<file path="src/rtl/bcd_a_binario_seq_pkg.sv">
// Shared definitions for the sequential BCD-to-binary converter.
// Contents: FSM state encoding, nibble and BCD correction constants, and the
// counter width helper.
package bcd_a_binario_seq_pkg;

  localparam int unsigned NIBBLE_W = 4;

  localparam logic [NIBBLE_W-1:0] BCD_MAX     = 4'd9;
  localparam logic [NIBBLE_W-1:0] BCD_CORR_TH = 4'd8;
  localparam logic [NIBBLE_W-1:0] BCD_CORR    = 4'd3;

  localparam logic [1:0] IDLE  = 2'd0;
  localparam logic [1:0] SHIFT = 2'd1;
  localparam logic [1:0] DONE  = 2'd2;

  typedef enum logic [1:0] {
    StIdle  = IDLE,
    StShift = SHIFT,
    StDone  = DONE
  } state_e;

  // The counter has to hold the value bin_w, so it needs $clog2(bin_w+1) bits.
  function automatic int unsigned cnt_width(input int unsigned bin_w);
    return $clog2(bin_w + 1);
  endfunction

endpackage

</file>
<file path="src/rtl/bcd_a_binario_seq_if.sv">
// Start/busy/done handshake bundle for the BCD-to-binary converter.
// master: drives start and bcd_in, observes busy, done, bin_out and err.
// slave : the converter side.
interface bcd_a_binario_seq_if #(
  parameter int unsigned DIGITS = 3,
  parameter int unsigned BIN_W  = 10
) ();

  logic                  start;
  logic [4*DIGITS-1:0]   bcd_in;
  logic                  busy;
  logic                  done;
  logic [BIN_W-1:0]      bin_out;
  logic                  err;

  modport master (
    output start,
    output bcd_in,
    input  busy,
    input  done,
    input  bin_out,
    input  err
  );

  modport slave (
    input  start,
    input  bcd_in,
    output busy,
    output done,
    output bin_out,
    output err
  );

endinterface

</file>
<file path="src/rtl/bcd_nibble_corr.sv">
// Reverse double-dabble correction for one BCD nibble.
// Ports: din  - nibble after the right shift
//        dout - din-3 when din >= 8, otherwise din (4-bit, no carry out)
module bcd_nibble_corr
  import bcd_a_binario_seq_pkg::*;
(
  input  logic [NIBBLE_W-1:0] din,
  output logic [NIBBLE_W-1:0] dout
);

  assign dout = (din >= BCD_CORR_TH) ? (din - BCD_CORR) : din;

endmodule

</file>
<file path="src/rtl/bcd_a_binario_seq.sv">
// Sequential BCD-to-binary converter using reverse double-dabble: one right
// shift per clock, with a -3 correction on every BCD nibble >= 8 afterwards.
// Ports: clk   - rising-edge clock
//        rst_n - asynchronous active-low reset
//        bus   - slave side of the start/busy/done handshake
//                (start, bcd_in in; busy, done, bin_out, err out)
module bcd_a_binario_seq
  import bcd_a_binario_seq_pkg::*;
#(
  parameter int unsigned DIGITS = 3,
  parameter int unsigned BIN_W  = 10
) (
  input  logic                clk,
  input  logic                rst_n,
  bcd_a_binario_seq_if.slave  bus
);

  localparam int unsigned BCD_W = NIBBLE_W * DIGITS;
  localparam int unsigned SR_W  = BCD_W + BIN_W;
  localparam int unsigned CNT_W = cnt_width(BIN_W);

  state_e            state_q, state_d;
  logic [SR_W-1:0]   sr_q, sr_d;
  logic [SR_W-1:0]   sr_shift;
  logic [BCD_W-1:0]  bcd_corr;
  logic [CNT_W-1:0]  cnt_q, cnt_d;
  logic [BIN_W-1:0]  bin_q, bin_d;
  logic              err_q, err_d;
  logic              corr_en;
  logic              in_invalid;

  assign sr_shift = sr_q >> 1;

  // The last shift gets no correction; at that point the BCD part must be zero.
  assign corr_en = (cnt_q < CNT_W'(BIN_W - 1));

  for (genvar g = 0; g < DIGITS; g++) begin : g_corr
    bcd_nibble_corr u_corr (
      .din  (sr_shift[BIN_W + g*NIBBLE_W +: NIBBLE_W]),
      .dout (bcd_corr[g*NIBBLE_W +: NIBBLE_W])
    );
  end

  always_comb begin
    in_invalid = 1'b0;
    for (int i = 0; i < DIGITS; i++) begin
      if (bus.bcd_in[i*NIBBLE_W +: NIBBLE_W] > BCD_MAX) begin
        in_invalid = 1'b1;
      end
    end
  end

  always_comb begin
    state_d = state_q;
    sr_d    = sr_q;
    cnt_d   = cnt_q;
    bin_d   = bin_q;
    err_d   = err_q;
    unique case (state_q)
      StIdle: begin
        if (bus.start) begin
          sr_d  = {bus.bcd_in, {BIN_W{1'b0}}};
          cnt_d = '0;
          if (in_invalid) begin
            state_d = StDone;
            bin_d   = '0;
            err_d   = 1'b1;
          end else begin
            state_d = StShift;
          end
        end
      end
      StShift: begin
        sr_d  = corr_en ? {bcd_corr, sr_shift[BIN_W-1:0]} : sr_shift;
        cnt_d = cnt_q + CNT_W'(1);
        if (!corr_en) begin
          // Results are loaded on entry to DONE so they are valid with the pulse.
          state_d = StDone;
          bin_d   = sr_shift[BIN_W-1:0];
          err_d   = 1'b0;
        end
      end
      StDone: begin
        state_d = StIdle;
      end
      default: begin
        state_d = StIdle;
      end
    endcase
  end

  always_ff @(posedge clk or negedge rst_n) begin
    if (!rst_n) begin
      state_q <= StIdle;
      sr_q    <= '0;
      cnt_q   <= '0;
      bin_q   <= '0;
      err_q   <= 1'b0;
    end else begin
      state_q <= state_d;
      sr_q    <= sr_d;
      cnt_q   <= cnt_d;
      bin_q   <= bin_d;
      err_q   <= err_d;
    end
  end

  assign bus.busy    = (state_q != StIdle);
  assign bus.done    = (state_q == StDone);
  assign bus.bin_out = bin_q;
  assign bus.err     = err_q;

`ifndef SYNTHESIS
  a_bcd_drained: assert property (@(posedge clk) disable iff (!rst_n)
    (state_q == StShift && !corr_en) |-> (sr_shift[SR_W-1:BIN_W] == '0));
`endif

endmodule

</file>
<file path="src/flat_wrapper.sv">
// flat-port wrapper written by rule: the top's interface ports become plain ports
module bcd_a_binario_seq_flat import bcd_a_binario_seq_pkg::*;
#(
  parameter int unsigned DIGITS = 3,
  parameter int unsigned BIN_W  = 10
)
  (clk, rst_n, bus_start, bus_bcd_in, bus_busy, bus_done, bus_bin_out, bus_err);
  bcd_a_binario_seq_if #(.DIGITS(DIGITS), .BIN_W(BIN_W)) bus_i ();
  input  logic clk;
  input  logic rst_n;
  input wire logic [$bits(bus_i.start)-1:0] bus_start;
  input wire logic [$bits(bus_i.bcd_in)-1:0] bus_bcd_in;
  output wire logic [$bits(bus_i.busy)-1:0] bus_busy;
  output wire logic [$bits(bus_i.done)-1:0] bus_done;
  output wire logic [$bits(bus_i.bin_out)-1:0] bus_bin_out;
  output wire logic [$bits(bus_i.err)-1:0] bus_err;
  assign bus_i.start = bus_start;
  assign bus_i.bcd_in = bus_bcd_in;
  assign bus_busy = bus_i.busy;
  assign bus_done = bus_i.done;
  assign bus_bin_out = bus_i.bin_out;
  assign bus_err = bus_i.err;
  bcd_a_binario_seq #(.DIGITS(DIGITS), .BIN_W(BIN_W)) u_core (.clk(clk), .rst_n(rst_n), .bus(bus_i));
endmodule
</file>
<file path="config.mk">
export PLATFORM = sky130hd
export DESIGN_NAME = bcd_a_binario_seq_flat
export DESIGN_NICKNAME = d
export VERILOG_FILES = /design/src/rtl/bcd_a_binario_seq_pkg.sv /design/src/rtl/bcd_a_binario_seq_if.sv /design/src/rtl/bcd_nibble_corr.sv /design/src/rtl/bcd_a_binario_seq.sv /design/src/flat_wrapper.sv
export SDC_FILE = /design/constraint.sdc
export NUM_CORES = 1
export LEC_CHECK = 0
export ABC_AREA = 0
export BUFFER_PORTS_ARGS = -buffer_cell sky130_fd_sc_hd__buf_2
export CORE_MARGIN = 4
export CORE_UTILIZATION = 50
export DETAILED_ROUTE_END_ITERATION = 6
export PLACE_DENSITY = 0.77
export SYNTH_ARGS = -nofsm -noshare
export SYNTH_HDL_FRONTEND = slang
export SYNTH_HIERARCHICAL = 1
export SYNTH_SLANG_ARGS = --single-unit
</file>
<file path="constraint.sdc">
create_clock -name clk -period 2.25 [get_ports clk]
set_input_delay 0.45 -clock clk [delete_from_list [all_inputs] [get_ports clk]]
set_output_delay 0.45 -clock clk [all_outputs]
set_load 0.005 [all_outputs]
</file>
==> parameters.txt <==
Parameter                              Value

Status
  Run status ... finished, final reports clean

Setup path
  Number of buffers and inverters on the critical path ... 3
  Crit-path max cell delay ... between 0.4 and 0.5 ns
  Family with the most delay on the worst path ... buffers and inverters
  Critical-path top delay cell ... dfrtp_1
  Worst Path Arrival ... approximately 1.3 ns
  Total stage count of the critical path ... 4
  CP Cell Sequence ... inv_1 > buf_4 > nor2_1 > buf_2
  Crit path required time ... between 1.5 and 2 ns
  Critical path type ... reg2out
  Number of cell instances on the worst register-to-register path ... 6
  Largest fanout of any net on the critical path ... 9
  Worst Setup Start Kind ... flip-flop
  Flop2flop setup slack ... ~0.55 ns
  Crit path capture type ... output port

Synthesis
  Number of storage elements in the synthesis netlist ... 38
  Synth async-reset ratio ... 100%
  Number of instances in the synthesized netlist ... ~210
  Biggest area consumer among synthesized cells ... dfrtp_1
  Predominant post-synthesis flop cell ... dfrtp_1
  Yosys cell types ... 32
  Synth Warn # ... 6
  Proportion of synthesized chip area in sequential cells ... a little under half
  Post-synth EDFFs ... 0
  Post-synthesis average cell area ... 9.96 um^2
  Proportion of netlist area held by the largest area contributor ... 45.7%
  Top area cells in the synthesized netlist ... dfrtp_1 (46%), nand2_1 (5.8%), mux2_4 (5.1%)
  Most instantiated library cell after synthesis ... dfrtp_1
  Cell types with the highest counts after synthesis ... dfrtp_1 (38), nand2_1 (32), inv_1 (12)
  Post-synthesis instance area ... about 2100 um^2

Floorplanning
  Area of the core ... about 4000 um^2
  Initial core utilization ... a little over half
  Horizontal extent of the die ... ~73 um
  Num ports ... 28
  Die area ... 5260 um^2
  Vert. Die Dim ... between 70 and 80 um
  Standard-cell row count ... 23

Timing
  Final Hold Viols ... 0
  Final hold slack ... approximately 0.2 ns
  Top achievable clock speed ... roughly 580 MHz
  Final Slew Violations ... 0
  Post-Route Setup TNS ... 0 ns
  Fraction of the cycle the final worst path needs ... about 77%
  Unrepaired setup endpoints after global routing ... false
  Headroom to the max-slew limit ... between 30% and 40%
  Worst Tran Pin Value ... just over 1 ns
  Final-report setup violation count ... 0
  Final critical delay including setup and external delays ... 1.73 ns
  Worst clock skew ... 0.00384 ns

CTS
  Root cell of the clock tree ... clkbuf_8
  Post-CTS repair timing setup buffer count ... 0
  Depth of the CTS H-tree ... 2
  TritonCTS clock tree ... yes
  Clock buffer count from CTS ... 5
  Clock transition at the register clock pins on the worst setup and hold paths after CTS ... roughly 0.070 ns
  Number of buffers on the longest clock path ... 2
  Number of buffers inserted by hold repair at cts ... 0
  Quantity of gates resized following cts ... 0
  CTS sink count ... 38
  Clock latency on the worst-skew pair ... roughly 0.28 ns

Route
  Total Routed Length ... between 4000 and 5000 um
  Routed length per placed instance ... roughly 14 um
  Pre-Repair DR Iteration Count ... 4
  DRC violation count after routing ... 0
  Detailed router's first-iteration violation count ... approximately 120
  Post-route antenna net violation count ... 0
  Total vias in the final route ... around 1600
  Avg Vias per Cell ... roughly 5.5

GRT
  Met1 Track Usage GR ... 27.0%
  Global-route congestion overflow total ... 0
  Most Crowded Layer GR ... met1
  Met2 capacity usage during global routing ... around a quarter
  Initial antenna violation count ... 0
  Via count of the first global-routing pass ... 1504
  Maximum number of pins on one net before global-route repair ... 39
  Total GRT Usage ... ~18%
  Met3 capacity usage during global routing ... around 3.5%
  Global-route wire length before repair ... 7290 um

Place
  Detailed placer's ending HPWL ... between 2000 and 3000 um
  Routability congestion estimate from global placement ... 0.766
  Standard cell area after detailed placement ... about 2300 um^2
  Input/output buffers ... 27

Flow run
  Max-cap violation count ... 0

Finish
  Summed area of non-filler cells in the final layout ... between 2000 and 2500 um^2
  Ant diodes ... 0
  Area occupied by multi-input gates ... 1040 um^2
  Number of filler cells placed in the layout ... about 350
  Share of the core filled with cells ... about 60%
  # nets final ... 264
  Layout area overhead ... 14.4%
  Fraction of final layout cells sized beyond drive strength 1 ... ~21%
  FF/Latch Area ... 951 um^2

Power
  Worst VDD drop ... between 0.5 and 0.6 mV
  Static Leakage ... 0.00124 uW
  Total Power Consumption ... roughly 2800 uW
  Power density relative to cell area ... 1170 nW/um^2

Hold path
  Hold Crit Class ... in2async
## cells in the final DEF, fill, tap and decap left out, types with 4 or more instances in the layout
cell type  instances
a21o_1             9
a31oi_1           11
and2_1            10
buf_2             27
buf_4              5
clkbuf_8           5
conb_1             5
dfrtp_1           38
ha_1               8
inv_1             12
mux2_4             7
nand2_1           32
nand2b_1           5
nor2_1             7
o21ai_0            9
o22a_1            11
o22ai_1           11
xnor2_1            4
## state kept, by name, indices dropped and copies added, names as in the netlist
name,cells
u_core/bus.err,1
u_core/state_q,2
u_core/sr_q,21
u_core/bus.bin_out,10
u_core/cnt_q,4
## worst reg2reg max path, stage by stage (launching register included)
cell and delay, ns:
dfrtp_1 0.41, inv_1 0.08, ha_1 0.20, nand2b_1 0.10
and3_4 0.19, o22a_4 0.26, mux2_2 0.36
## cells by family after synthesis
group | synth area share [%]
and+or+nand+nor | 14.1
AOI/OAI and AO/OA | 20.1
DFF | 45.7
buffers and inverters | 4.99
muxes | 7.10
adders and majority gates | 4.81
xor gates and xnor gates | 2.95
other | 0.180
## metrics by stage
stage / setup WS (ns) / cells
after detailed placement: 0.444 / 284
after floorplan: 0.613 / 213
after global placement: 0.365 / 284
after CTS: 0.518 / 292
after global routing: 0.441 / 292
final: 0.515 / 292
## per-layer routing
| layer | vias up | share of wire, % |
|---|---|---|
| met5 | - | 0 |
| met4 | 0 | 0.74 |
| met3 | 4 | 5.1 |
| met2 | 37 | 45 |
| met1 | 778 | 49 |
| li1 | 787 | - |
## final cells by class
class | count | share of cell area, %
clock inverter | 3 | 1.68
clock buffer | 5 | 2.89
tap | 50 | 2.63
sequential | 38 | 39.9
timing repair buffer | 32 | 7.25
multi-input combinational | 152 | 43.7
inverter | 12 | 1.89
## report_power, final
group / switching [uW] / internal (uW) / leakage, uW
Combinational: 553 / 518 / 0.000697
Clock: 238 / 326 / 0.0000579
Sequential: 265 / 877 / 0.000489
Total: 1060 / 1720 / 0.00124
## path summary, 6_finish.rpt
kind | start | endpoint
min in group clk | u_core/sr_q[2]$_DFFE_PN0P_ | u_core/sr_q[2]$_DFFE_PN0P_
worst min register to register | u_core/sr_q[2]$_DFFE_PN0P_ | u_core/sr_q[2]$_DFFE_PN0P_
max in group asynchronous | rst_n | u_core/cnt_q[1]$_DFFE_PN0P_
worst min-delay path | rst_n | u_core/sr_q[16]$_DFFE_PN0P_
worst max register to register | u_core/cnt_q[0]$_DFFE_PN0P_ | u_core/bus.bin_out[1]$_DFFE_PN0P_
worst max-delay path | u_core/state_q[1]$_DFFE_PN0P_ | bus_done
No activity file was read; power rests on OpenSTA's default activity.
